`src/rtl/sprite_overlay.sv`:
```
// Scans a 16-entry OAM each line into shadow slots, commits them atomically, and overlays them on a 1-cycle pixel path.
// Define SPRITE_COLLISION_EN to enable the sticky multi-sprite collision flag (otherwise tied low).
module sprite_overlay #(
  parameter int SLOTS    = 4,
  parameter int SPR_SIZE = 8
) (
  input  logic        clk,
  input  logic        rst_n,
  input  logic        line_start,
  input  logic [8:0]  line_y,
  input  logic        oam_we,
  input  logic [3:0]  oam_addr,
  input  logic [33:0] oam_wdata,
  input  logic        in_valid,
  input  logic [8:0]  in_x,
  input  logic [15:0] in_color,
  output logic        out_valid,
  output logic [8:0]  out_x,
  output logic [15:0] out_color,
  output logic        eval_busy,
  output logic        sprite_overflow,
  output logic        sprite_collision,
  input  logic        collision_clr
);
  localparam logic [1:0] IDLE   = 2'd0;
  localparam logic [1:0] EVAL   = 2'd1;
  localparam logic [1:0] COMMIT = 2'd2;
  localparam int         CW     = $clog2(SLOTS + 1);
  localparam logic [8:0] SZ     = 9'(SPR_SIZE);

  logic [33:0]      oam_q [16];
  logic [33:0]      oam_d [16];
  logic [1:0]       state_q, state_d;
  logic [3:0]       idx_q, idx_d;
  logic [8:0]       ly_q, ly_d;
  logic [SLOTS-1:0] sh_vld_q, sh_vld_d, act_vld_q, act_vld_d;
  logic [8:0]       sh_x_q [SLOTS];
  logic [8:0]       sh_x_d [SLOTS];
  logic [8:0]       act_x_q [SLOTS];
  logic [8:0]       act_x_d [SLOTS];
  logic [14:0]      sh_col_q [SLOTS];
  logic [14:0]      sh_col_d [SLOTS];
  logic [14:0]      act_col_q [SLOTS];
  logic [14:0]      act_col_d [SLOTS];
  logic [CW-1:0]    sh_cnt_q, sh_cnt_d;
  logic             sh_ovf_q, sh_ovf_d, ovf_q, ovf_d;
  logic             out_valid_q, out_valid_d;
  logic [8:0]       out_x_q, out_x_d;
  logic [15:0]      out_color_q, out_color_d;

  logic [33:0]      ent;
  logic [8:0]       dy, dx;
  logic             hit, cov_any;
  logic [SLOTS-1:0] cov;
  logic [14:0]      cov_col;

  // Scan reads the registered OAM, so a same-cycle write is seen only on later scans.
  always_comb begin
    oam_d = oam_q;
    if (oam_we) oam_d[oam_addr] = oam_wdata;
  end

  always_comb begin
    ent = oam_q[idx_q];
    dy  = ly_q - ent[23:15];
    hit = ent[33] && (ly_q >= ent[23:15]) && (dy < SZ);
  end

  always_comb begin
    state_d   = state_q;
    idx_d     = idx_q;
    ly_d      = ly_q;
    sh_vld_d  = sh_vld_q;
    sh_x_d    = sh_x_q;
    sh_col_d  = sh_col_q;
    sh_cnt_d  = sh_cnt_q;
    sh_ovf_d  = sh_ovf_q;
    act_vld_d = act_vld_q;
    act_x_d   = act_x_q;
    act_col_d = act_col_q;
    ovf_d     = ovf_q;
    if (line_start) begin
      state_d  = EVAL;
      idx_d    = 4'd0;
      ly_d     = line_y;
      sh_vld_d = '0;
      sh_cnt_d = '0;
      sh_ovf_d = 1'b0;
    end else begin
      case (state_q)
        EVAL: begin
          if (hit) begin
            if (sh_cnt_q < CW'(SLOTS)) begin
              for (int i = 0; i < SLOTS; i++) begin
                if (sh_cnt_q == CW'(i)) begin
                  sh_vld_d[i] = 1'b1;
                  sh_x_d[i]   = ent[32:24];
                  sh_col_d[i] = ent[14:0];
                end
              end
              sh_cnt_d = sh_cnt_q + CW'(1);
            end else begin
              sh_ovf_d = 1'b1;
            end
          end
          idx_d = idx_q + 4'd1;
          if (idx_q == 4'd15) state_d = COMMIT;
        end
        COMMIT: begin
          act_vld_d = sh_vld_q;
          act_x_d   = sh_x_q;
          act_col_d = sh_col_q;
          ovf_d     = sh_ovf_q;
          state_d   = IDLE;
        end
        default: state_d = IDLE;
      endcase
    end
  end

  // Descending scan so the lowest-numbered covering slot wins.
  always_comb begin
    cov     = '0;
    cov_any = 1'b0;
    cov_col = '0;
    dx      = '0;
    for (int i = SLOTS - 1; i >= 0; i--) begin
      dx     = in_x - act_x_q[i];
      cov[i] = act_vld_q[i] && (in_x >= act_x_q[i]) && (dx < SZ);
      if (cov[i]) begin
        cov_any = 1'b1;
        cov_col = act_col_q[i];
      end
    end
    out_valid_d = in_valid;
    out_x_d     = in_valid ? in_x : out_x_q;
    out_color_d = !in_valid ? 16'h0000 : (cov_any ? {1'b0, cov_col} : in_color);
  end

  always_ff @(posedge clk or negedge rst_n) begin
    if (!rst_n) begin
      for (int i = 0; i < 16; i++) oam_q[i] <= '0;
      for (int i = 0; i < SLOTS; i++) begin
        sh_x_q[i]    <= '0;
        sh_col_q[i]  <= '0;
        act_x_q[i]   <= '0;
        act_col_q[i] <= '0;
      end
      state_q     <= IDLE;
      idx_q       <= '0;
      ly_q        <= '0;
      sh_vld_q    <= '0;
      act_vld_q   <= '0;
      sh_cnt_q    <= '0;
      sh_ovf_q    <= 1'b0;
      ovf_q       <= 1'b0;
      out_valid_q <= 1'b0;
      out_x_q     <= '0;
      out_color_q <= '0;
    end else begin
      oam_q       <= oam_d;
      sh_x_q      <= sh_x_d;
      sh_col_q    <= sh_col_d;
      act_x_q     <= act_x_d;
      act_col_q   <= act_col_d;
      state_q     <= state_d;
      idx_q       <= idx_d;
      ly_q        <= ly_d;
      sh_vld_q    <= sh_vld_d;
      act_vld_q   <= act_vld_d;
      sh_cnt_q    <= sh_cnt_d;
      sh_ovf_q    <= sh_ovf_d;
      ovf_q       <= ovf_d;
      out_valid_q <= out_valid_d;
      out_x_q     <= out_x_d;
      out_color_q <= out_color_d;
    end
  end

`ifdef SPRITE_COLLISION_EN
  logic coll_q, coll_d;
  always_comb coll_d = (in_valid && |(cov & (cov - SLOTS'(1)))) || (coll_q && !collision_clr);
  always_ff @(posedge clk or negedge rst_n) begin
    if (!rst_n) coll_q <= 1'b0;
    else        coll_q <= coll_d;
  end
  assign sprite_collision = coll_q;
`else
  logic unused_collision_clr;
  assign unused_collision_clr = collision_clr;
  assign sprite_collision     = 1'b0;
`endif

  assign out_valid       = out_valid_q;
  assign out_x           = out_x_q;
  assign out_color       = out_color_q;
  assign eval_busy       = (state_q != IDLE);
  assign sprite_overflow = ovf_q;
endmodule

```
`config.mk`:
```
export PLATFORM = sky130hd
export DESIGN_NAME = sprite_overlay
export DESIGN_NICKNAME = d
export VERILOG_FILES = /design/src/rtl/sprite_overlay.sv
export SDC_FILE = /design/constraint.sdc
export NUM_CORES = 1
export LEC_CHECK = 0
export ABC_CLOCK_PERIOD_IN_PS = 7900
export CAP_MARGIN = 20
export CORE_MARGIN = 3
export CORE_UTILIZATION = 50
export DETAILED_ROUTE_END_ITERATION = 7
export PLACE_DENSITY = 0.68
export RECOVER_POWER = 25
export SYNTH_ARGS = -nofsm -noshare
export SYNTH_HDL_FRONTEND = slang
export SYNTH_SLANG_ARGS = --single-unit
export TNS_END_PERCENT = 1
```
`constraint.sdc`:
```
create_clock -name clk -period 7.9 [get_ports clk]
set_input_delay 1.185 -clock clk [delete_from_list [all_inputs] [get_ports clk]]
set_output_delay 1.185 -clock clk [all_outputs]
set_load 0.02 [all_outputs]
```
# Word level (Yosys, flattened, before mapping)
# Cells that the tools add are included.
[word_totals] ff_bits=790 input_bits=78 out_inout_bits=29 elab_cells=146
[op_classes] n_addsub=7 order_cmp=14 n_eq_ne=8 mux=37 n_bitwise=3 n_reduce_logical=31
[ops] operator="544-bit bitwise mux" count=1
[ops] operator="34-bit binary-select mux with 4-bit select" count=1
[ops] operator="34-bit demux with 4-bit select" count=1
[ops] operator="34-bit 2-to-1 mux" count=3
[ops] operator="15-bit 2-to-1 mux" count=4
[ops] operator="9-bit >= comparator" count=5
[ops] operator="9-bit by 4-bit less-than comparator with 1-bit output (second input constant)" count=5
[ops] operator="9-bit subtractor" count=5
[ops] operator="16-bit 2-to-1 mux" count=2
[ops] operator="4-bit 2-to-1 mux" count=6
[ops] operator="5-bit AND reduction" count=4
[ops] operator="4-bit AND reduction" count=4
[ops] operator="2-bit nonzero test" count=8
[ops] operator="1-bit 2-to-1 mux" count=12
[ops] operator="3-bit 2-to-1 mux" count=4
[ops] operator="1-bit logical AND" count=11
[ops] operator="5-bit >= comparator (second input constant)" count=2
[ops] operator="4-bit NOT with 5-bit output" count=2
[ops] operator="3-bit by 2-bit == test with 1-bit output (second input constant)" count=2
[ops] operator="2-bit 2-to-1 mux" count=3
[ops] operator="3-bit AND reduction" count=2
[ops] operator="5-bit by 1-bit less-than comparator with 1-bit output (second input constant)" count=1
[ops] operator="4-bit by 1-bit adder with 4-bit output (second input constant)" count=1
[ops] operator="4-bit == test (second input constant)" count=1
[ops] operator="other kinds (10)" count=10

# Logic depth before layout (Yosys ltp)
[logic_depth] word_depth=10 mapped_depth=19 ltp_nobuf=14

# Worst setup path before layout
# Ideal clock, no wire load.
[synth_timing] kind="flip-flop to flip-flop" start="register idx_q[0]" end="register sh_col_q[18] (netlist name)" setup_time_ns=0.080 arrival_time_ns=4.783 t_required_ns=7.820 slack_ns=3.037 path_stages_with_launch=18 n_path_buf=6 synth_period_minus_slack_ns=4.863 cell_sequence="dfrtp_1 buf_2 buf_2 buf_2 buf_2 buf_2 mux4_2 a221oi_1 ha_1 nor2b_4 o21ai_4 a21boi_2 o21a_4 o41ai_4 nand4b_2 a2111oi_4 buf_6 mux2i_1"
[synth_between] elab_chain_cells=8 word_cells_on_any_way=10 cone_classes="1 x add/sub; 2 x order compare; 3 x mux; 1 x bitwise; 3 x reduce/logical"
[synth_rtl] item="from (decl)" line_no="34" rtl="logic [3:0] idx_q, idx_d;"
[synth_rtl] item="from (signal assigned)" line_no="167" rtl="idx_q <= idx_d;"
[synth_rtl] item="4-bit NOT with 5-bit output (not written as such) *" line_no="64" rtl="ent = oam_q[idx_q];"
[synth_rtl] item="34-bit binary-select mux with 4-bit select *" line_no="64"
[synth_rtl] item="34-bit 2-to-1 mux (not written as such) * (2 in series)" line_no="64"
[synth_rtl] item="9-bit subtractor / 9-bit >= comparator (equally long branches)" line_no="65, 66"
[synth_rtl] item="9-bit by 4-bit less-than comparator with 1-bit output / 1-bit logical AND (equally long branches)" line_no="66" rtl="hit = ent[33] && (ly_q >= ent[23:15]) && (dy < SZ);"
[synth_rtl] item="1-bit logical AND" line_no="66"
[synth_rtl] item="5-bit AND reduction (no source line)"
[synth_rtl] item="to (signal assigned)" line_no="163" rtl="sh_col_q <= sh_col_d;"
[synth_rtl] item="to (decl)" line_no="41" rtl="logic [14:0] sh_col_q [SLOTS];"
# Every way passes the cells marked *; elsewhere a longest branch is shown, timed or not. The select of a mux whose other input is x is not followed.
# A chain may end at the register's enable or synchronous reset.

# Worst setup path after layout
[layout_timing] start="register idx_q[1]" end="register sh_col_q[53] (netlist name)"
# The elaborated chain is that of the path after synthesis.

==> qor.yml <==
sta:
  min_period_ps: 5530
  worstMarginPinSlew_ps: 3480
  drv_slew: 263
  rsz0062_at_grt: "false"
  finalCritPeriodShare: 0.700
  fin_setup_tns_ps: 0
  slew-limit-headroom: -1.32
  hold_viol_final: 0
  finClkSkew_ps: 24.8
  clock.fmax_mhz: 181
  final-setup-viol-count: 0
synth:
  avgSynthCellArea_um2: 13.8
  netlist.top_cell.by_area: "dfrtp_1"
  synth_top_family_by_area: "multiplexers"
  synth.area.top_cells: "dfrtp_1 (54%), mux2_2 (21%), mux2i_1 (5.6%), mux4_2 (4.4%), ha_1 (1.8%)"
  synthDistinctLibCells: 74
  synth-compound-area-share: 0.0683
  synthSimpleGateAreaFrac: 0.0290
  synth_edf_count: 0
  synth_seq_cells: 790
  yosysWarnings: 0
  synthXorXnorAreaFrac: 0.00286
  async_flop_share: 1.00
  ys.flop_type: "dfrtp_1"
  synthCells: 2664
  yosys.area.top_type_share: 0.539
  synth-adder-area-share: 0.0177
  synth.mux.area_fraction: 0.307
  yosysSeqAreaShare: 0.539
  syn_area_um2: 36700
  syn_nets: 2794
cts:
  numCtsBuffers: 84
  cts_resized: 0
  clk_pin_slew_ps: 60
  cts_max_level: 3
  post_cts.repair.setup_buffers: 0
  clk_latency_ps: 620
  cts.path.max_buffers: 3
  cts_tree: "done"
  hold_buffers: 0
  cts.sinks: 790
  cts_root_buf: "clkbuf_16"
power_and_ir_drop:
  power_mw: 10.7
  cellLeakagePower_nw: 18.1
  power_frac_comb: 0.161
  swShare: 0.251
  ir_drop_uv: 159
  power.share.clock: 0.362
  p_int_mw: 8.05
  p_sw_mw: 2.69
  p_seq_frac: 0.477
  pwr_density_cell_nw_per_um2: 259
route:
  route.met2.wl_um: 40800
  routed_wl_um: 87800
  antenna_left: 0
  routed-via-count: 22300
  detail_route.first_pass.iterations: 5
  viasPerCell: 5.98
  route.met3.wl_um: 4500
  drc: 0
  routedWlPerCell_um: 23.6
  wl_met1_um: 39800
  drt_iter0_drc: 1609
  top_layer: "met5"
setup_path:
  critPathBufInv: 2
  cp_max_fo: 51
  max_stage_delay_ps: 1050
  critical_path_class: "reg -> reg"
  critPathRequiredTime_ps: 8430
  crit_path_start_kind: "flop"
  crit_path_frequent_cell: "buf_4"
  path_cells: "buf_4 -> mux4_2 -> a221oi_1 -> ha_1 -> a21boi_2 -> o21a_4 -> o41ai_4 -> nand4b_2 -> a2111oi_4 -> buf_4 -> mux2i_1"
  critical-path-top-delay-family: "compound AO/OA/AOI/OAI gates"
  worst_setup_path_end_kind: "flop"
  critical_path_arrival_ps: 6060
  slowest_stage: "dfrtp_4"
die:
  die_area_um2: 76700
  die_w_um: 277
  io_pins: 107
  initial_utilization: 0.509
  rows: 98
  die_h_um: 277
  coreArea_um2: 72100
placed_design:
  dp_hpwl_um: 50200
  io_buffers: 104
  globalplace.congestion: 0.858
finish:
  drive_above_1_share: 0.353
  area_growth_pct: 13.0
  num-nets-final: 2844
  fillCellCount: 5668
global_routing:
  grt_first_pass_wirelength_um: 137000
  grt_usage: 0.228
  first_global_vias: 23300
  overflow: 0
  antenna_found_initial: 7
  grt_max_degree: 185
status:
  status: "finished with violations"
  violations: "max-capacitance violations, max-slew violations"
run:
  maxCapViolations: 3
hold_path:
  hold_path.class: "reg -> reg"
-- path summary, 6_finish.rpt --
check                                           start                        to  slack (ps)  depth (start not counted)
worst max register to register   idx_q[1]$_DFFE_PN0P_  sh_col_q[53]$_DFFE_PN0P_        2370                         11
worst max-delay path             idx_q[1]$_DFFE_PN0P_  sh_col_q[53]$_DFFE_PN0P_        2370                         11
max in group asynchronous                       rst_n    oam_q[528]$_DFFE_PN0P_        3570                          2
worst min-delay path            sh_x_q[5]$_DFFE_PN0P_    act_x_q[5]$_DFFE_PN0P_         480                          2
worst min register to register  sh_x_q[5]$_DFFE_PN0P_    act_x_q[5]$_DFFE_PN0P_         480                          2
min in group asynchronous                       rst_n   act_x_q[32]$_DFFE_PN0P_         590                          1
-- Yosys cell counts (all sizes together) (51+ instances only) --
library cell,n
a21oi,51
a221oi,65
buf,59
clkbuf,134
dfrtp,790
ha,52
inv,141
mux2,672
mux2i,208
mux4,71
nand2,72
o21ai,76
-- placed cells by master, fill, tap and decap left out, drive strengths merged, types with 5 or more instances in the layout --
| master | n |
|---|---|
| dfrtp | 790 |
| mux2 | 672 |
| mux2i | 208 |
| inv | 141 |
| clkbuf | 128 |
| clkdlybuf4s50 | 101 |
| o21ai | 76 |
| nand2 | 72 |
| mux4 | 71 |
| a221oi | 65 |
| ha | 52 |
| a21oi | 51 |
| buf | 50 |
| nor2 | 40 |
| o21a | 36 |
| o221a | 21 |
| nor4b | 16 |
| a32o | 15 |
| o211a | 11 |
| clkinv | 11 |
| nand2b | 11 |
| xor2 | 10 |
| nand4b | 10 |
| nor3 | 9 |
| nor2b | 9 |
| a21o | 8 |
| nand3 | 6 |
| a2111oi | 6 |
| o211ai | 5 |
| bufinv | 5 |
-- worst reg2reg max path: cells and delay by family, from the launching register on --
family,cells,cell delay [ps]
DFF,1,1050
buffers and inverters,2,1100
muxes,2,680
AOI/OAI and AO/OA,5,1820
adders and majority gates,1,400
and+or+nand+nor,1,390
-- sequential cells by signal, summed over array words and instances, names as in the netlist --
signal / count
sh_vld_q: 4
sh_ovf_q: 1
sh_cnt_q: 3
act_vld_q: 4
act_x_q: 36
sprite_overflow: 1
act_col_q: 60
out_valid: 1
sh_col_q: 60
state_q: 2
ly_q: 9
idx_q: 4
sh_x_q: 36
oam_q: 544
out_color: 16
out_x: 9
-- metal layers --
| metal | vias up | GRT usage |
|---|---|---|
| met5 | - | 0 |
| met4 | 6 | 0.0711 |
| met3 | 178 | 0.0467 |
| met2 | 495 | 0.360 |
| met1 | 11800 | 0.321 |
| li1 | 9803 | - |
-- power by group through the flow --
| stage | Combinational (mW) | Sequential [mW] | Clock, mW |
|---|---|---|---|
| 2_1_floorplan | 1.25 | 5.05 | 0 |
| 3_3_place_gp | 1.66 | 5.12 | 0 |
| 3_5_place_dp | 1.73 | 5.19 | 0 |
| 4_1_cts | 1.74 | 5.12 | 3.98 |
| 5_1_grt | 1.88 | 5.20 | 4.15 |
| 6_report | 1.73 | 5.13 | 3.89 |
-- metrics by stage --
stage	util	hold WS [ps]	instances	instance area [µm²]	setup WS, ps
floorplan	-	448	2664	36700	3040
finish	0.575	479	3723	41500	2370
CTS	0.575	481	3717	41400	2320
global route	0.575	502	3720	41400	2140
global placement	0.537	457	3575	38700	2360
detailed placement	0.537	468	3576	38700	2260
-- logic make-up after synthesis --
family | count (synthesis)
muxes | 951
DFF | 790
buffers and inverters | 334
AOI/OAI and AO/OA | 323
and+or+nand+nor | 201
adders and majority gates | 52
xor gates and xnor gates | 12
other | 1
-- cell type report --
type	count	area [µm²]	share of cell area
tap	950	1190	0.0287
clock inverter	17	224	0.00540
sequential	790	19800	0.477
clock buffer	124	2500	0.0604
antenna	4	10.0	0.000241
multi-input combinational	1540	15700	0.380
timing repair buffer	157	1480	0.0357
inverter	141	529	0.0128
No activity file was read; power rests on OpenSTA's default activity.
